$ cat src/rtl/irq_seq_pkg.sv
// Shared types and constants for the interrupt pending sequencer.
// Pure declarations: no latency, no flow control.
// The decoder's bus flag vector is ordered {A,B,C} with A in the MSB.
package irq_seq_pkg;

    localparam int NCH_DEF = 9;
    localparam int CW_DEF  = 4;

    typedef enum logic [1:0] {
        ST_IDLE    = 2'd0,
        ST_SETTLE  = 2'd1,
        ST_PRESENT = 2'd2,
        ST_CLEAR   = 2'd3
    } irq_state_t;

    localparam logic [1:0] BUS_A = 2'd0;
    localparam logic [1:0] BUS_B = 2'd1;
    localparam logic [1:0] BUS_C = 2'd2;

    localparam int DEC_A_BIT = 2;
    localparam int DEC_B_BIT = 1;
    localparam int DEC_C_BIT = 0;

    // Fixed A > B > C priority when the decoder raises more than one flag.
    function automatic logic [1:0] dec_pick(input logic [2:0] flags);
        if (flags[DEC_A_BIT])      return BUS_A;
        else if (flags[DEC_B_BIT]) return BUS_B;
        else                       return BUS_C;
    endfunction

endpackage

$ cat src/rtl/irq_pend_bank.sv
// Per-bus pending register: request pulses set bits, one indexed bit may be cleared.
// Latency: request visible on pend_o one cycle later; chg_o flags a pend_o edge.
// No backpressure: requests are always accepted, and a set beats a same-cycle clear.
module irq_pend_bank
    import irq_seq_pkg::*;
#(
    parameter int NCH = NCH_DEF,
    parameter int CW  = CW_DEF
) (
    input  logic           clk,
    input  logic           rst,
    input  logic [NCH-1:0] req_i,
    input  logic           clr_vld_i,
    input  logic [CW-1:0]  clr_idx_i,
    output logic [NCH-1:0] pend_o,
    output logic           chg_o
);

    logic [NCH-1:0] pend_q, pend_d, clr_mask;
    logic           chg_q;

    always_comb begin
        clr_mask = '0;
        for (int i = 0; i < NCH; i++) begin
            clr_mask[i] = clr_vld_i && (clr_idx_i == CW'(i));
        end
        pend_d = (pend_q & ~clr_mask) | req_i;
    end

    // chg_q is high in the cycle whose pend_o differs from the cycle before.
    always_ff @(posedge clk or posedge rst) begin
        if (rst) begin
            pend_q <= '0;
            chg_q  <= 1'b0;
        end else begin
            pend_q <= pend_d;
            chg_q  <= (pend_d != pend_q);
        end
    end

    assign pend_o = pend_q;
    assign chg_o  = chg_q;

endmodule

$ cat src/rtl/irq_pending_sequencer.sv
// Wraps the 3-bus priority decoder: pending capture, settle wait, valid/ready presentation.
// Latency: request pulse to irq_valid is SETTLE_CYC+2 cycles; optional IRQ_TIMEOUT_EN handshake timeout.
// Backpressure: irq_valid holds until irq_ready; requests keep accumulating meanwhile.
module irq_pending_sequencer
    import irq_seq_pkg::*;
#(
    parameter int NCH        = NCH_DEF,
    parameter int CW         = CW_DEF,
    parameter int SETTLE_CYC = 2,
    parameter int TIMEOUT    = 255
) (
    input  logic           clk,
    input  logic           rst,
    input  logic [NCH-1:0] req_a,
    input  logic [NCH-1:0] req_b,
    input  logic [NCH-1:0] req_c,
    input  logic [NCH-1:0] chan_en,
    output logic [NCH-1:0] pend_a,
    output logic [NCH-1:0] pend_b,
    output logic [NCH-1:0] pend_c,
    output logic [NCH-1:0] en_q,
    input  logic [2:0]     dec_bus,
    input  logic [CW-1:0]  dec_chan,
    output logic           irq_valid,
    input  logic           irq_ready,
    output logic [1:0]     irq_bus,
    output logic [CW-1:0]  irq_chan,
    output logic           busy,
    output logic           irq_err
);

    localparam logic [3:0] SETTLE_LD = 4'(SETTLE_CYC - 1);

    irq_state_t     state_q, state_d;
    logic [3:0]     cnt_q, cnt_d;
    logic [1:0]     bus_q, bus_d;
    logic [CW-1:0]  chan_q, chan_d;
    logic [NCH-1:0] en_r_q;
    logic           en_chg_q;
    logic           chg_a, chg_b, chg_c, any_chg, any_req, dec_ok, tmo_hit;
    logic           in_clear;

    assign in_clear = (state_q == ST_CLEAR);

    irq_pend_bank #(.NCH(NCH), .CW(CW)) u_bank_a (
        .clk(clk), .rst(rst), .req_i(req_a),
        .clr_vld_i(in_clear && (bus_q == BUS_A)), .clr_idx_i(chan_q),
        .pend_o(pend_a), .chg_o(chg_a)
    );

    irq_pend_bank #(.NCH(NCH), .CW(CW)) u_bank_b (
        .clk(clk), .rst(rst), .req_i(req_b),
        .clr_vld_i(in_clear && (bus_q == BUS_B)), .clr_idx_i(chan_q),
        .pend_o(pend_b), .chg_o(chg_b)
    );

    irq_pend_bank #(.NCH(NCH), .CW(CW)) u_bank_c (
        .clk(clk), .rst(rst), .req_i(req_c),
        .clr_vld_i(in_clear && (bus_q == BUS_C)), .clr_idx_i(chan_q),
        .pend_o(pend_c), .chg_o(chg_c)
    );

    assign any_req = |((pend_a | pend_b | pend_c) & en_r_q);
    assign any_chg = chg_a | chg_b | chg_c | en_chg_q;
    assign dec_ok  = (|dec_bus) && (dec_chan < CW'(NCH));

`ifdef IRQ_TIMEOUT_EN
    logic [7:0] tmo_q;
    logic       err_q;

    assign tmo_hit = (state_q == ST_PRESENT) && !irq_ready && (tmo_q == 8'(TIMEOUT - 1));

    always_ff @(posedge clk or posedge rst) begin
        if (rst) begin
            tmo_q <= '0;
            err_q <= 1'b0;
        end else begin
            tmo_q <= (state_q == ST_PRESENT) ? tmo_q + 8'd1 : 8'd0;
            err_q <= err_q | tmo_hit;
        end
    end

    assign irq_err = err_q;
`else
    logic unused_tmo;
    assign unused_tmo = (TIMEOUT != 0);
    assign tmo_hit    = 1'b0;
    assign irq_err    = 1'b0;
`endif

    always_ff @(posedge clk or posedge rst) begin
        if (rst) begin
            state_q  <= ST_IDLE;
            cnt_q    <= '0;
            bus_q    <= '0;
            chan_q   <= '0;
            en_r_q   <= '0;
            en_chg_q <= 1'b0;
        end else begin
            state_q  <= state_d;
            cnt_q    <= cnt_d;
            bus_q    <= bus_d;
            chan_q   <= chan_d;
            en_r_q   <= chan_en;
            en_chg_q <= (chan_en != en_r_q);
        end
    end

    always_comb begin
        state_d = state_q;
        cnt_d   = cnt_q;
        bus_d   = bus_q;
        chan_d  = chan_q;
        case (state_q)
            ST_IDLE: begin
                if (any_req) begin
                    state_d = ST_SETTLE;
                    cnt_d   = SETTLE_LD;
                end
            end
            ST_SETTLE: begin
                // A moving decoder input restarts the wait even on the sampling cycle.
                if (any_chg) begin
                    cnt_d = SETTLE_LD;
                end else if (cnt_q == 4'd0) begin
                    if (dec_ok) begin
                        bus_d   = dec_pick(dec_bus);
                        chan_d  = dec_chan;
                        state_d = ST_PRESENT;
                    end else begin
                        state_d = ST_IDLE;
                    end
                end else begin
                    cnt_d = cnt_q - 4'd1;
                end
            end
            ST_PRESENT: begin
                if (irq_ready)    state_d = ST_CLEAR;
                else if (tmo_hit) state_d = ST_IDLE;
            end
            ST_CLEAR: state_d = ST_IDLE;
            default:  state_d = ST_IDLE;
        endcase
    end

    always_comb begin
        irq_valid = (state_q == ST_PRESENT);
        busy      = (state_q != ST_IDLE);
        irq_bus   = bus_q;
        irq_chan  = chan_q;
        en_q      = en_r_q;
    end

endmodule

$ cat config.mk
export PLATFORM = sky130hd
export DESIGN_NAME = irq_pending_sequencer
export DESIGN_NICKNAME = d
export VERILOG_FILES = /design/src/rtl/irq_seq_pkg.sv /design/src/rtl/irq_pend_bank.sv /design/src/rtl/irq_pending_sequencer.sv
export SDC_FILE = /design/constraint.sdc
export NUM_CORES = 1
export LEC_CHECK = 0
export ABC_AREA = 1
export ABC_CLOCK_PERIOD_IN_PS = 1820
export BUFFER_PORTS_ARGS = -buffer_cell sky130_fd_sc_hd__buf_2
export CORE_MARGIN = 2
export CORE_UTILIZATION = 45
export CTS_CLUSTER_DIAMETER = 40
export DETAILED_ROUTE_END_ITERATION = 16
export GPL_ROUTABILITY_DRIVEN = 0
export PLACE_DENSITY = 0.69
export RECOVER_POWER = 25
export SYNTH_ARGS = -nofsm -noshare
export SYNTH_HDL_FRONTEND = slang
export SYNTH_SLANG_ARGS = --single-unit
$ cat constraint.sdc
create_clock -name clk -period 1.82 [get_ports clk]
set_input_delay 0.273 -clock clk [delete_from_list [all_inputs] [get_ports clk]]
set_output_delay 0.273 -clock clk [all_outputs]
set_load 0.05 [all_outputs]
Yosys cells after proc, flatten, opt, wreduce, memory -nomap -nowiden. Index checks and enable logic that the tools add are counted.

Output and inout port bits: 45. Input bits: 46. Bits in registers: 52. Logic and storage cells: 106.

Equal/unequal tests: 22. Bitwise operators: 16. Magnitude comparators: 1. Reduce and logical (&&, ||, !) cells: 42. Muxes and demuxes: 12. Add/sub/neg operators: 1.

Operators by type and width (count): bitwise OR 9 bit (5); AND 9 bit (4); != test 9 bit (4); logical AND 1 bit (31); inverter 9 bit (3); == test 4 x 3 -> 1 bit (second input constant) (4); 2-to-1 mux 2 bit (7); 2-to-1 mux 4 bit (3); OR reduction 9 bit (1); == test 4 x 2 -> 1 bit (second input constant) (2); zero test 4 bit (2); case mux 2 bit (4 select lines) (1); case mux 4 bit (2 select lines) (1); AND reduction 4 bit (2); == test 2 bit (second input constant) (3); != test 2 bit (second input constant) (3); == test 2 x 1 -> 1 bit (second input constant) (2); == test 4 x 1 -> 1 bit (second input constant) (1); == test 4 bit (second input constant) (1); zero test 2 bit (2); less-than comparator 4 bit (second input constant) (1); nonzero test 2 bit (2); subtractor 4 x 1 -> 4 bit (second input constant) (1); != test 3 bit (second input constant) (1); other kinds (5) (7).

Logic depth before layout (Yosys ltp).
Depth after elaboration: 7. Gate-level depth with buffers: 10. Mapped depth without buffers: 9.

By module. A second synthesis with hierarchy kept.

Cell total of the unflattened synthesis: 429. Area, all modules: 3070.4 um^2.

By module, submodules not included: irq_pend_bank (cells an instance 88, seq. area each 250.2 um^2, area an instance 606.8 um^2, times used 3); irq_pending_sequencer (cells an instance 165, seq. area each 550.5 um^2, area an instance 1249.9 um^2, times used 1).

Worst setup path before layout. Ideal clock, no wire load.

Kind: register to register. Start: register with a tool-made name. End: register state_q[0]. Stages on the path, launching flop included: 8. Period minus slack after synthesis: 1.681 ns. Path buffers: 0. Library setup time: 0.130 ns. Data required time: 1.690 ns. Data arrival time: 1.551 ns. Setup slack: 0.139 ns. Path through: dfrtp_1 inv_1 nor2_1 inv_1 nor2_1 nor2_1 nand3_1 o21ai_0.

RTL lines: end signal, assigned (RTL line irq_pending_sequencer.sv:100) `state_q <= state_d;`; end, declared (RTL line irq_pending_sequencer.sv:34) `irq_state_t state_q, state_d;`.

Worst setup path after layout.
Start: register chan_q[3], in the netlist irq_chan[3]. End: register u_bank_c.pend_q[6], in the netlist u_bank_c.pend_o[6].

Cells in the longest elaborated chain, start to end: 5.

RTL lines: start, declared (RTL line irq_pending_sequencer.sv:37) `logic [CW-1:0] chan_q, chan_d;`; start signal, assigned (RTL line irq_pending_sequencer.sv:103) `chan_q <= chan_d;`; == test 4 x 3 -> 1 bit (RTL line irq_pend_bank.sv:25) `clr_mask[i] = clr_vld_i && (clr_idx_i == CW'(i));`; logical AND 1 bit (RTL line irq_pend_bank.sv:25); inverter 9 bit (RTL line irq_pend_bank.sv:27) `pend_d = (pend_q & ~clr_mask) | req_i;`; AND 9 bit (RTL line irq_pend_bank.sv:27); bitwise OR 9 bit (RTL line irq_pend_bank.sv:27); net u_bank_c.pend_d[6] (RTL line irq_pend_bank.sv:19) `logic [NCH-1:0] pend_q, pend_d, clr_mask;`; end signal, assigned (RTL line irq_pend_bank.sv:36) `pend_q <= pend_d;`; end, declared (RTL line irq_pend_bank.sv:19).

The timed path passes the listed nets, and every way through them passes these cells. A chain may end at the register's enable or synchronous reset.

==> impl_metrics.csv <==
group,metric,value,unit
run_status,status,"finished, final reports clean",
routing,vias_per_cell,5.028,
floorplanning,die_h,84.75,µm
timing,setup_viol,0,
clock_network,post_cts_buffers,0,
clock_network,clock-sinks,52,
clock_network,htree_levels,2,
worst_setup_path,reg2reg_from,"irq_chan[3]",
worst_setup_path,path_cells,"inv_1 > nand2_1 > nor3_1 > inv_1 > o21ai_0 > nand2_1",
worst_setup_path,critPathRequiredTime,2010,ps
timing,layout_min_cycle_time,1741,ps
cells_and_area,drive_gt1_share,23.42,%
min_path,min_path_type,"in -> reg",
logic_synthesis,synthFlopType,"dfrtp_1",
power_and_ir_drop,intPower,1.678,mW
routing,drc,0,
worst_setup_path,r2r_cells,6,
worst_setup_path,path_class,"reg -> reg",
worst_setup_path,crit_buf_inv,2,
logic_synthesis,yosys.area.top_type,"dfrtp_1",
logic_synthesis,ys_async_sr_fraction,100.0,%
routing,vias,2856,
worst_setup_path,startpoint,"irq_chan[3]",
worst_setup_path,worst-path-stages,6,
worst_setup_path,rrSetupSlack,80,ps
global_routing,grt_max_degree,27,
floorplanning,die_w,84.75,µm
place,place_ws,155.5,ps
clock_network,root_buffer,"clkbuf_8",
routing,top_layer,"met4",
logic_synthesis,synth_common_cells,"nand2_1 (103), inv_1 (67), dfrtp_1 (52), nor2_1 (43), nand3_1 (24)",
cells_and_area,num-nets-final,539,
routing,drt-initial-drc-count,175,
worst_setup_path,crit_end,"u_bank_c.pend_o[6]",
logic_synthesis,synthCells,394,
power_and_ir_drop,comb_power_share,26.5,%
clock_network,cts_buffer_depth,2,
flow_run,maxCapViolCount,0,
floorplanning,dieArea,0.007182,mm²
floorplanning,row_count,29,
power_and_ir_drop,seqPwrFrac,49.1,%
logic_synthesis,synth_area_leaders,"dfrtp_1 (44%), nand2_1 (13%), inv_1 (8.6%)",
timing,setup_ws,78.80,ps
worst_setup_path,slowest_stage,"nor3_1",
routing,wl_per_cell,14.13,µm
global_routing,antenna_found_initial,0,
routing,drtAntennaViolNets,0,
logic_synthesis,yosysMostFrequentCell,"nand2_1",
timing,fin_crit_sh,95.67,%
logic_synthesis,synth_top_area_share,44.35,%
clock_network,cts_buffers,5,
place,dp.cells,560,
timing,hold_violations,0,
worst_setup_path,cp.arrival,1930,ps
power_and_ir_drop,ir_worst_vdd,0.4251,mV
clock_network,worstSkewPairLatency,300,ps
timing,slew_viol_final,0,
timing,finalClockSkew,6.084,ps
logic_synthesis,avgSynthCellArea,7.447,µm²
worst_setup_path,endpoint_kind,"flop",
routing,drt-pass1-iter-count,4,
power_and_ir_drop,finalPower,2.596,mW
timing,rsz0062_at_grt,"no",
place,portBuffers,89,
worst_setup_path,rr_endpoint,"u_bank_c.pend_o[6]",
floorplanning,core-area,0.006314,mm²
power_and_ir_drop,p_clk_share,24.4,%
logic_synthesis,ys_ff_latch,52,
routing,wirelength,8.026,mm
logic_synthesis,synth_cell_types,30,
power_and_ir_drop,switching_share,35.35,%
worst_setup_path,start_kind,"flop",
timing,tightest_slew,718.9,ps
power_and_ir_drop,switchingPower,0.9179,mW
logic_synthesis,seq_area_frac_synth,44.35,%
cells_and_area,fin_cells,568,
cells_and_area,syn2layout_area_growth,20.68,%
logic_synthesis,synth_edf_count,0,
place,placed_area,0.003477,mm²
logic_synthesis,netlist_area,0.002934,mm²
global_routing,grt_pass1_wl,12.98,mm
cells_and_area,antennaDiodeCount,0,
logic_synthesis,synth_warnings,0,
cells_and_area,final_area,0.003541,mm²
timing,fmaxAchievable,574.3,MHz
routing,met1_length,3.682,mm
global_routing,globalRouteOverflowTotal,0,
worst_setup_path,path_max_fanout,5,
floorplanning,start_util,46.47,%
clock_network,cts_tree,"done",
place,post-dp-hpwl,6.353,mm
routing,met2_length,3.723,mm
timing,setup_tns,0,ps
clock_network,clkSlewWorstSetupHoldPaths,90,ps
worst_setup_path,cp_slowest_stage_delay,510,ps
worst_setup_path,critical_path.top_delay_family,"simple AND/OR/NAND/NOR gates",
routing,wl_met3,561,µm
global_routing,grt_pass1_vias,2717,
timing,relSlewSlack,52.02,%
logic_synthesis,syn_nets,442,
power_and_ir_drop,leakagePower,1.810,nW
power_and_ir_drop,power.density,733.2,mW/mm²
floorplanning,io_pins,91,
global_routing,track_usage,23.07,%
## cells by family (layout without fill, tap and decap cells)
logic type	count (synthesis)	count (layout)	synth area share [%]
other cells	1	1	0.1278
flops	52	52	44.35
simple gates	223	223	34.67
fa+ha+maj	2	2	0.8527
buf+inv	71	168	9.979
xor+xnor	7	7	2.090
compound gates	38	38	7.931
## layout make-up
type / count / area, µm²
Timing Repair Buffer: 94 / 474.2
Sequential cell: 52 / 1301
Multi-Input combinational cell: 271 / 1340
Clock buffer: 6 / 72.57
Inverter: 67 / 251.5
Fill cell: 661 / 2773
Clock inverter: 1 / 5.005
Tap cell: 77 / 96.34
## what timing repair did
| action | 4_1_cts | 5_1_grt |
|---|---|---|
| hold buffers | 1 | 0 |
| setup endpoints to repair | 0 | 0 |
| endpoints found under the hold margin | 16 | 0 |
| resized for setup | 0 | 0 |
## registers in the layout, indices dropped and copies added (netlist names), named ones only
signal,flops
u_bank_a.pend_o,9
state_q,1
irq_bus,2
u_bank_b.chg_o,1
u_bank_c.pend_o,9
cnt_q,4
u_bank_c.chg_o,1
u_bank_b.pend_o,9
irq_chan,4
u_bank_a.chg_o,1
en_q,9
en_chg_q,1
## worst register-to-register path, cell delays in order (launching register included)
cell,delay [ps]
dfrtp_1,410
inv_1,120
nand2_1,130
nor3_1,510
inv_1,190
o21ai_0,200
nand2_1,70
## metrics by stage
| stage | hold WS (ps) | util [%] |
|---|---|---|
| 2_1_floorplan | 304.4 | - |
| 5_1_grt | 79.23 | 56.08 |
| 4_1_cts | 82.10 | 56.46 |
| 6_report | 95.86 | 56.08 |
| 3_5_place_dp | 293.6 | 55.07 |
| 3_3_place_gp | 292.5 | 55.07 |
## per-layer routing
metal,GRT usage (%),up-vias
met5,0,-
met4,4.618,0
met3,5.211,6
met2,37.37,102
met1,32.02,1317
li1,-,1431
## worst min path at each step
stage,end,start,cells after the start
floorplan,en_q[0],chan_en[0],0
global placement,u_bank_a.pend_o[3],rst,2
detailed placement,u_bank_a.pend_o[3],rst,2
CTS,en_q[4],chan_en[4],1
global route,en_q[4],chan_en[4],1
finish,en_q[4],chan_en[4],1
## placed cells by master, fill, tap and decap left out, types with 4 or more instances in the layout
cell / synthesis / layout
clkbuf_1: 0 / 10
dfrtp_1: 52 / 52
nor3_1: 5 / 5
buf_2: 0 / 80
nand3_1: 24 / 24
inv_1: 67 / 67
nand4_1: 15 / 15
nand3b_1: 4 / 4
a21oi_1: 4 / 4
xnor2_1: 4 / 4
nor2_1: 43 / 43
o21ai_2: 5 / 5
o21ai_0: 17 / 17
and2_1: 10 / 10
nand2_1: 103 / 103
clkbuf_8: 0 / 5
or2_2: 10 / 10
o22ai_1: 4 / 4
## power by group through the flow
stage | Clock [mW] | Sequential (mW) | Combinational (mW)
final | 0.632 | 1.28 | 0.688
after global routing | 0.704 | 1.29 | 0.771
after CTS | 0.649 | 1.28 | 0.701
after detailed placement | 0 | 1.30 | 0.697
after global placement | 0 | 1.29 | 0.688
after floorplan | 0 | 1.35 | 0.434
(Power assumes the default switching activity.)
